**src/rtl/uart_matrix_loader_pkg.sv**
```systemverilog
// Shared sizes and receiver state encoding for the UART matrix loader.
package uart_matrix_loader_pkg;

   localparam int MAT_ELEMS   = 9;
   localparam int FRAME_BYTES = 18;
   localparam int ELEM_W      = 8;
   localparam int IDX_W       = $clog2(FRAME_BYTES);

   typedef enum logic [1:0] {
      RX_IDLE  = 2'd0,
      RX_START = 2'd1,
      RX_DATA  = 2'd2,
      RX_STOP  = 2'd3
   } rx_state_e;

endpackage

```
**src/rtl/uart_matrix_loader_rx.sv**
```systemverilog
// UART 8N1 receiver: 2-flop synchronizer, mid-bit sampling FSM, one-cycle
// byte_valid / stop_err pulses. The FSM state is exported for the loader's
// timeout logic and for debug.
module uart_rx
   import uart_matrix_loader_pkg::*;
#(
   parameter int CLKS_PER_BIT = 868
) (
   input  logic              clk,
   input  logic              rst,
   input  logic              rx_i,
   output logic [ELEM_W-1:0] data_o,
   output logic              byte_valid_o,
   output logic              stop_err_o,
   output logic              start_o,
   output rx_state_e         state_o
);

   localparam int CW = $clog2(CLKS_PER_BIT);
   localparam logic [CW-1:0] HALF_END = CW'(CLKS_PER_BIT / 2 - 1);
   localparam logic [CW-1:0] BIT_END  = CW'(CLKS_PER_BIT - 1);

   rx_state_e         state_q;
   logic              rx_meta_q;
   logic              rx_sync_q;
   logic              armed_q;     // line has been seen high since the last stop bit
   logic [CW-1:0]     cnt_q;
   logic [2:0]        bit_idx_q;
   logic [ELEM_W-1:0] shift_q;
   logic [ELEM_W-1:0] data_q;
   logic              byte_valid_q;
   logic              stop_err_q;

   // A start is a synchronized low seen in IDLE after the line was high.
   assign start_o      = (state_q == RX_IDLE) && armed_q && !rx_sync_q;
   assign data_o       = data_q;
   assign byte_valid_o = byte_valid_q;
   assign stop_err_o   = stop_err_q;
   assign state_o      = state_q;

   // Synchronizer, bit timing and the receive FSM with registered outputs.
   always_ff @(posedge clk or negedge rst) begin
      if (!rst) begin
         state_q      <= RX_IDLE;
         rx_meta_q    <= 1'b1;
         rx_sync_q    <= 1'b1;
         armed_q      <= 1'b0;
         cnt_q        <= '0;
         bit_idx_q    <= '0;
         shift_q      <= '0;
         data_q       <= '0;
         byte_valid_q <= 1'b0;
         stop_err_q   <= 1'b0;
      end else begin
         rx_meta_q    <= rx_i;
         rx_sync_q    <= rx_meta_q;
         byte_valid_q <= 1'b0;
         stop_err_q   <= 1'b0;
         case (state_q)
            RX_IDLE: begin
               if (rx_sync_q) armed_q <= 1'b1;
               if (start_o) begin
                  state_q <= RX_START;
                  cnt_q   <= '0;
               end
            end
            RX_START: begin
               if (cnt_q == HALF_END) begin
                  cnt_q     <= '0;
                  bit_idx_q <= '0;
                  // A high line at mid start bit is a glitch: drop silently.
                  state_q   <= rx_sync_q ? RX_IDLE : RX_DATA;
               end else begin
                  cnt_q <= cnt_q + 1'b1;
               end
            end
            RX_DATA: begin
               if (cnt_q == BIT_END) begin
                  cnt_q     <= '0;
                  shift_q   <= {rx_sync_q, shift_q[ELEM_W-1:1]};
                  bit_idx_q <= bit_idx_q + 1'b1;
                  if (bit_idx_q == 3'd7) state_q <= RX_STOP;
               end else begin
                  cnt_q <= cnt_q + 1'b1;
               end
            end
            RX_STOP: begin
               if (cnt_q == BIT_END) begin
                  cnt_q   <= '0;
                  state_q <= RX_IDLE;
                  armed_q <= rx_sync_q;
                  if (rx_sync_q) begin
                     data_q       <= shift_q;
                     byte_valid_q <= 1'b1;
                  end else begin
                     stop_err_q <= 1'b1;
                  end
               end else begin
                  cnt_q <= cnt_q + 1'b1;
               end
            end
            default: state_q <= RX_IDLE;
         endcase
      end
   end

endmodule

```
**src/rtl/uart_matrix_loader.sv**
```systemverilog
// Collects 18 UART bytes into a staging buffer and publishes them atomically
// as the A and B operand matrices, with framing-error and timeout recovery.
module uart_matrix_loader
   import uart_matrix_loader_pkg::*;
#(
   parameter int CLKS_PER_BIT = 868,
   parameter int TIMEOUT_BITS = 20
) (
   input  logic                        clk,
   input  logic                        rst,
   input  logic                        rx,
   output logic [MAT_ELEMS*ELEM_W-1:0] mat_a,
   output logic [MAT_ELEMS*ELEM_W-1:0] mat_b,
   output logic                        load_done,
   output logic                        busy,
   output logic                        frame_err
);

   localparam int MAT_W     = MAT_ELEMS * ELEM_W;
   localparam int FRAME_W   = FRAME_BYTES * ELEM_W;
   localparam int TMO_LIMIT = TIMEOUT_BITS * CLKS_PER_BIT;
   localparam int TW        = $clog2(TMO_LIMIT + 1);
   localparam logic [TW-1:0]    TMO_END  = TW'(TMO_LIMIT - 1);
   localparam logic [IDX_W-1:0] LAST_IDX = IDX_W'(FRAME_BYTES - 1);

   logic [ELEM_W-1:0] rx_data;
   logic              rx_valid;
   logic              rx_stop_err;
   logic              rx_start;
   rx_state_e         rx_state;

   logic [IDX_W-1:0]   idx_q, idx_d;
   logic [TW-1:0]      tmo_q, tmo_d;
   logic [FRAME_W-1:0] buf_q;
   logic [FRAME_W-1:0] frame_w;
   logic [7:0]         wr_base;
   logic [MAT_W-1:0]   mat_a_q, mat_b_q;
   logic               load_d, load_done_q;
   logic               err_d, frame_err_q;
   logic               busy_q;

   uart_rx #(.CLKS_PER_BIT(CLKS_PER_BIT)) u_rx (
      .clk          (clk),
      .rst          (rst),
      .rx_i         (rx),
      .data_o       (rx_data),
      .byte_valid_o (rx_valid),
      .stop_err_o   (rx_stop_err),
      .start_o      (rx_start),
      .state_o      (rx_state)
   );

   // The last byte bypasses the buffer so the whole frame lands in one edge.
   assign frame_w = {rx_data, buf_q[FRAME_W-ELEM_W-1:0]};
   assign wr_base = {idx_q, 3'b000};

   assign mat_a     = mat_a_q;
   assign mat_b     = mat_b_q;
   assign load_done = load_done_q;
   assign busy      = busy_q;
   assign frame_err = frame_err_q;

   // Next index, inter-byte timeout and the load / error pulses.
   always_comb begin
      idx_d  = idx_q;
      tmo_d  = tmo_q;
      load_d = 1'b0;
      err_d  = 1'b0;
      if (rx_stop_err) begin
         idx_d = '0;
         err_d = 1'b1;
      end else if (rx_valid) begin
         if (idx_q == LAST_IDX) begin
            idx_d  = '0;
            load_d = 1'b1;
         end else begin
            idx_d = idx_q + 1'b1;
         end
      end
      // A start detect always beats an expiring timeout.
      if (idx_q == '0 || rx_start) begin
         tmo_d = '0;
      end else if (rx_state == RX_IDLE && !rx_valid && !rx_stop_err) begin
         if (tmo_q == TMO_END) begin
            tmo_d = '0;
            idx_d = '0;
            err_d = 1'b1;
         end else begin
            tmo_d = tmo_q + 1'b1;
         end
      end
   end

   // Staging buffer, output matrices and status registers.
   always_ff @(posedge clk or negedge rst) begin
      if (!rst) begin
         idx_q       <= '0;
         tmo_q       <= '0;
         buf_q       <= '0;
         mat_a_q     <= '0;
         mat_b_q     <= '0;
         load_done_q <= 1'b0;
         frame_err_q <= 1'b0;
         busy_q      <= 1'b0;
      end else begin
         idx_q       <= idx_d;
         tmo_q       <= tmo_d;
         load_done_q <= load_d;
         frame_err_q <= err_d;
         busy_q      <= (idx_d != '0);
         if (rx_valid && !rx_stop_err) buf_q[wr_base +: ELEM_W] <= rx_data;
         if (load_d) begin
            mat_a_q <= frame_w[MAT_W-1:0];
            mat_b_q <= frame_w[FRAME_W-1:MAT_W];
         end
      end
   end

endmodule

```
**config.mk**
```make
export PLATFORM = sky130hd
export DESIGN_NAME = uart_matrix_loader
export DESIGN_NICKNAME = d
export VERILOG_FILES = /design/src/rtl/uart_matrix_loader_pkg.sv /design/src/rtl/uart_matrix_loader_rx.sv /design/src/rtl/uart_matrix_loader.sv
export SDC_FILE = /design/constraint.sdc
export NUM_CORES = 1
export LEC_CHECK = 0
export CAP_MARGIN = 0
export CORE_MARGIN = 1.5
export CORE_UTILIZATION = 50
export DETAILED_ROUTE_END_ITERATION = 12
export GPL_TIMING_DRIVEN = 0
export HOLD_SLACK_MARGIN = 0.15
export PLACE_DENSITY = 0.72
export REMOVE_ABC_BUFFERS = 1
export SETUP_SLACK_MARGIN = 0.1
export SYNTH_ARGS = -nofsm -noshare
export SYNTH_HDL_FRONTEND = slang
export SYNTH_SLANG_ARGS = --single-unit
```
**constraint.sdc**
```tcl
create_clock -name clk -period 8.5 [get_ports clk]
set_input_delay 1.275 -clock clk [delete_from_list [all_inputs] [get_ports clk]]
set_output_delay 1.275 -clock clk [all_outputs]
set_load 0.02 [all_outputs]
```
* Word level (Yosys, flattened, before mapping)
Cells that the tools add are included.
** Storage, ports and cells
- Register bits :: 347
- Input port bits :: 3
- Logic and storage cells :: 100
** Operators by class
- Add/subtract/negate cells :: 5
- Eq/ne operators :: 14
- Shift operators :: 2
- Multiplexer cells :: 40
- Reductions and logical operators :: 21
** Operators with widths (number)
- 144-bit bitwise mux :: 1
- 8-bit by 10-bit variable shift with 144-bit output (first input constant) :: 1
- 8-bit by 10-bit indexed part select with 144-bit output :: 1
- 15-bit 2-to-1 mux :: 3
- 10-bit 2-to-1 mux :: 3
- 5-bit 2-to-1 mux :: 6
- 10-bit one-hot mux with 3 select lines :: 1
- 15-bit by 1-bit adder with 15-bit output (second input constant) :: 1
- 15-bit == test (second input constant) :: 1
- 1-bit 2-to-1 mux :: 15
- 2-bit 2-to-1 mux :: 6
- 10-bit by 1-bit adder with 10-bit output (second input constant) :: 1
- 10-bit == test (second input constant) :: 1
- 10-bit by 9-bit == test with 1-bit output (second input constant) :: 1
- 2-bit by 1-bit inequality test with 1-bit output (second input constant) :: 5
- 8-bit negator with 10-bit output :: 1
- 3-bit AND reduction :: 3
- 2-bit one-hot mux with 4 select lines :: 1
- 3-bit 2-to-1 mux :: 2
- 3-bit one-hot mux with 2 select lines :: 1
- 2-bit nonzero test :: 3
- 5-bit by 1-bit adder with 5-bit output (second input constant) :: 1
- 5-bit == test (second input constant) :: 1
- 1-bit logical AND :: 5
- other kinds (14) :: 17

* Logic depth before layout (Yosys ltp)
- Depth after elaboration :: 8
- Mapped depth :: 10
- Gate-level depth less buffers :: 8

* Cells and area by module
Synthesis repeated with hierarchy kept, for this count alone.
** Second synthesis, totals
- Cell total of the unflattened synthesis :: 1063
- Area total of the unflattened synthesis :: 14229.9 µm²
** Modules (own cells, without submodules)
- uart_matrix_loader :: times used 1, cells an instance 917, area each 12484.5 µm², sequential area each 7582.3 µm²
- uart_rx :: times used 1, cells an instance 146, area each 1745.4 µm², sequential area each 903.4 µm²

* Worst setup path before layout
No wires, ideal clock.
- Path type :: register to register
- Start :: register idx_q[1]
- End :: register buf_q[100]
- Library setup time :: 125 ps
- Arrival :: 2563 ps
- Path slack :: 5812 ps
- Cell stages (with the launch flop) :: 11
- Path buffers :: 2
- Period minus slack after synthesis :: 2688 ps
- Cells stage by stage :: dfrtp_1 -> clkbuf_1 -> inv_1 -> ha_1 -> and2_1 -> ha_1 -> nand3b_1 -> a211oi_1 -> and3_1 -> buf_2 -> mux2_2
** On the way
- Longest elaborated chain between the ends :: 3
- Elaborated cells between the ends (all ways) :: 4
- Those cells by class :: 1 x add/sub; 2 x shift; 1 x mux
** Ends and longest elaborated chain
- from (decl) :: RTL line uart_matrix_loader.sv:32 : logic [IDX_W-1:0] idx_q, idx_d;
- from (signal assigned) :: RTL line uart_matrix_loader.sv:106 : idx_q <= idx_d;
- 8-bit negator with 10-bit output * :: RTL line uart_matrix_loader.sv:111 : if (rx_valid && !rx_stop_err) buf_q[wr_base +: ELEM_W] <= rx_data;
- 8-bit by 10-bit indexed part select with 144-bit output or 8-bit by 10-bit variable shift with 144-bit output (tied branches) :: RTL line uart_matrix_loader.sv:111
- 144-bit bitwise mux * :: RTL line uart_matrix_loader.sv:111
- to (signal, indexed assignment) :: RTL line uart_matrix_loader.sv:111
- to (decl) :: RTL line uart_matrix_loader.sv:34 : logic [FRAME_W-1:0] buf_q;
Mark *: on every way between the ends. The rest lies on a longest branch, timed or not.
A chain may end at the register's enable or synchronous reset.

* Worst setup path in the final report
- Start :: register idx_q[0]
- End :: register buf_q[30]
The elaborated chain is that of the path after synthesis.

==> out/results.ini <==
[status]
status=finished, final reports clean

[placement]
place_ws_ns=5.01
place.port_buffers=149
post-place-cells=1461
dp_hpwl_um=18200
routabilityCongestion=0.779

[synth]
synth-main-ff-cell=dfrtp_1
synth_cell_types=63
post_synthesis_sequential_area_ratio_pct=60.7
edff_count_synth=0
synth.ff_latch_count=339
synthesis.area_um2=14000
synth-warning-count=0
syn_avg_cell_area_um2=14.2
synth_async_sr_flop_share_pct=100
netlist_instances=983

[detailed_routing]
detail_route.iter0.violations=512
postRouteWirelength_um=28200
routed_via_density=5.43
final_antenna_net_count=0
drt_first_pass_iters=4
wl_per_cell_um=18.5
num_vias=8277
drc=0

[final_layout]
final_core_utilization_pct=61.8
filler_cell_count=2114
drive_gt1_share_pct=31.9
syn2layout_area_growth_pct=22.2
final-instance-count-excl-fill=1523
nNetsFinal=1135
num_antenna_cells=0

[power_and_ir_drop]
internal_power_w=0.00267
power_switching_w=0.000694
power_leakage_nw=8.13
power_density_nw_per_um2=197
combPwrFrac_pct=2.8
power.share.sequential_pct=48.7
vdd_drop_max_mv=0.112
net_switching_share_of_the_total_power_pct=20.6
pwr-share-clk_pct=48.4

[flow_run]
max_cap_viol_count=0

[global_route]
grt_pass1_vias=8198
gr-total-overflow=0
grt_max_degree=105
antenna_found_initial=0
first_pass_grt_wire_length_um=45900
overall_track_demand_over_capacity_in_global_routing_pct=20.2

[timing]
count_of_pins_over_their_slew_limit=0
min_period_ns=3.54
timing.fmax_ghz=0.283
rsz0062_at_grt=no
clock_skew_ns=0.0128
slew_headroom_pct=34.4
final_hold_viol_count=0
max_slew.worst_pin.slew_ns=0.977
setup_total_negative_slack_ns=0
setup-violations-final=0
timing.final.crit_share_pct=41.6
setup_ws_post_layout_ns=4.96

[cts]
cts_resized=0
post_cts_setup_buffers=0
cts-root-buf=clkbuf_16
tritoncts=built
tritoncts.num_buffers=36
cts.reportedPaths.clkPinSlew_ns=0.06
cts_buffer_depth=3
clkLatencyLatePin_ns=0.50
htree_levels=2
postCtsHoldBufs=0
sinks_on_the_clock_net=339

[floorplan]
floorplan.io_pins=150
initial_core_util_pct=50.6
num_rows=61
dieHeight_um=170
die_area_um2=29000
design.core.area_um2=27600
die_w_um=170

[worst_setup_path]
endpoint_kind=register
worst-r2r-cell-count=8
timing.critical_path.slowest_stage_cell=a211oi_1
critPathArrivalTime_ns=3.92
cp_cell_instances=inv_1 > ha_1 > and2_1 > ha_1 > nand3b_1 > a211oi_1 > and3_1 > mux2_2
cp_slowest_stage_delay_ns=0.66
startpoint=idx_q[0]
startpoint_of_the_worst_slack_reg_to_reg_timing_path=idx_q[0]
setup.worst_path.class=reg -> reg
cp-start-kind=register
cpMostUsedCell=ha_1
timing.critical_path.fanout_max=14
required_ns=8.89

[worst_hold_path]
min-delay-start=u_rx.rx_meta_q
hp-class=reg -> reg
worst_hold_path.num_cells=0

-- power groups by stage --
| stage | Sequential, W | Clock, W | Combinational (W) |
|---|---|---|---|
| after global placement | 0.00167 | 0 | 0.0000901 |
| final | 0.00164 | 0.00163 | 0.0000958 |
| after global routing | 0.00164 | 0.00173 | 0.000111 |
| after detailed placement | 0.00167 | 0 | 0.0000971 |
| after floorplan | 0.00167 | 0 | 0.0000448 |
| after CTS | 0.00164 | 0.00166 | 0.0000979 |
-- state kept, by name (all words and copies together) (netlist names), named ones only --
name,flops
buf_q,136
mat_a,72
mat_b,72
tmo_q,15
u_rx.cnt_q,10
u_rx.data_o,8
u_rx.shift_q,8
idx_q,5
u_rx.bit_idx_q,3
busy,1
frame_err,1
load_done,1
u_rx.armed_q,1
u_rx.byte_valid_o,1
u_rx.rx_meta_q,1
u_rx.rx_sync_q,1
u_rx.state_o,1
u_rx.stop_err_o,1
-- path summary, 6_finish.rpt --
kind	to	slack, ns
max	buf_q[30]	4.96
min	u_rx.rx_sync_q	0.37
max reg2reg	buf_q[30]	4.96
min reg2reg	u_rx.rx_sync_q	0.37
max in group asynchronous	mat_a[56]	6.55
min in group asynchronous	mat_a[19]	0.71
-- cells in the final DEF, fill, tap and decap left out, types with 8 or more instances in the layout --
master           instances
o21ai_0                 12
a21oi_1                 18
clkbuf_1                11
dfrtp_1                337
nor2_1                  14
clkbuf_16               37
and2_1                  19
mux2i_1                 12
and3_1                  40
nand2_1                 36
ha_1                    11
inv_1                   18
nand4_1                  8
mux2_2                 287
clkdlybuf4s50_1        148
nand3_1                  9
-- area by class of cell --
cell class              count  area [µm²]  area share [%]
clock buffers              53        1040            6.07
inverters                  18        67.6           0.396
multi-input cells         571        5170            30.3
repair buffers            155        1650            9.66
clock inverters             9         198            1.16
well taps                 378         473            2.77
flip-flops and latches    339        8490            49.7
-- critical path: cells and delay by family, from the launching register on --
kind	cells	cell delay, ns
DFF	1	0.63
AOI/OAI and AO/OA	1	0.66
adders and majority gates	2	0.61
and+or+nand+nor	3	0.94
buffers and inverters	1	0.18
muxes	1	0.40
-- synthesized netlist by cell type, types with 3 or more instances --
cell type | instances | area share, %
buf_2 | 28 | 1.0
nand2b_1 | 4 | 0.18
o31ai_1 | 6 | 0.32
o21ai_0 | 12 | 0.43
nand3_1 | 9 | 0.32
and3_1 | 41 | 1.8
mux2_2 | 287 | 23
buf_4 | 8 | 0.43
nor3_1 | 5 | 0.18
or4_1 | 6 | 0.32
a211o_1 | 6 | 0.38
o211ai_1 | 7 | 0.38
dfrtp_1 | 337 | 60
ha_1 | 11 | 0.98
mux2i_1 | 12 | 0.86
xor2_1 | 6 | 0.38
nor4_1 | 5 | 0.22
nor2_1 | 14 | 0.38
a211oi_1 | 3 | 0.16
a21oi_1 | 18 | 0.64
xnor2_1 | 4 | 0.25
inv_1 | 18 | 0.48
or3_1 | 7 | 0.31
nand2_1 | 36 | 0.97
and2_1 | 19 | 0.85
clkbuf_1 | 18 | 0.48
and4_1 | 3 | 0.19
nand4_1 | 8 | 0.36
nor2b_1 | 3 | 0.13
-- routing by layer --
metal	track usage (%)	part of all wire, %
met1	29.0	47
met2	32.3	48
met3	2.98	3.3
met4	5.46	1.7
met5	0	0
-- cells by family after synthesis --
| family | share of synthesized area [%] |
|---|---|
| AOI/OAI and AO/OA | 3.54 |
| xor gates and xnor gates | 0.627 |
| adders and majority gates | 0.985 |
| buffers and inverters | 2.43 |
| DFF | 60.7 |
| muxes | 24.1 |
| and+or+nand+nor | 7.65 |
-- metrics by stage --
step | power [W] | hold WS, ns | instance area [µm²]
detailed placement | 0.00177 | 0.359 | 15800
floorplan | 0.00171 | 0.345 | 13700
CTS | 0.00340 | 0.369 | 17100
global placement | 0.00176 | 0.359 | 15700
global route | 0.00348 | 0.376 | 17100
finish | 0.00337 | 0.367 | 17100
Power figures use the tool's default switching activity.
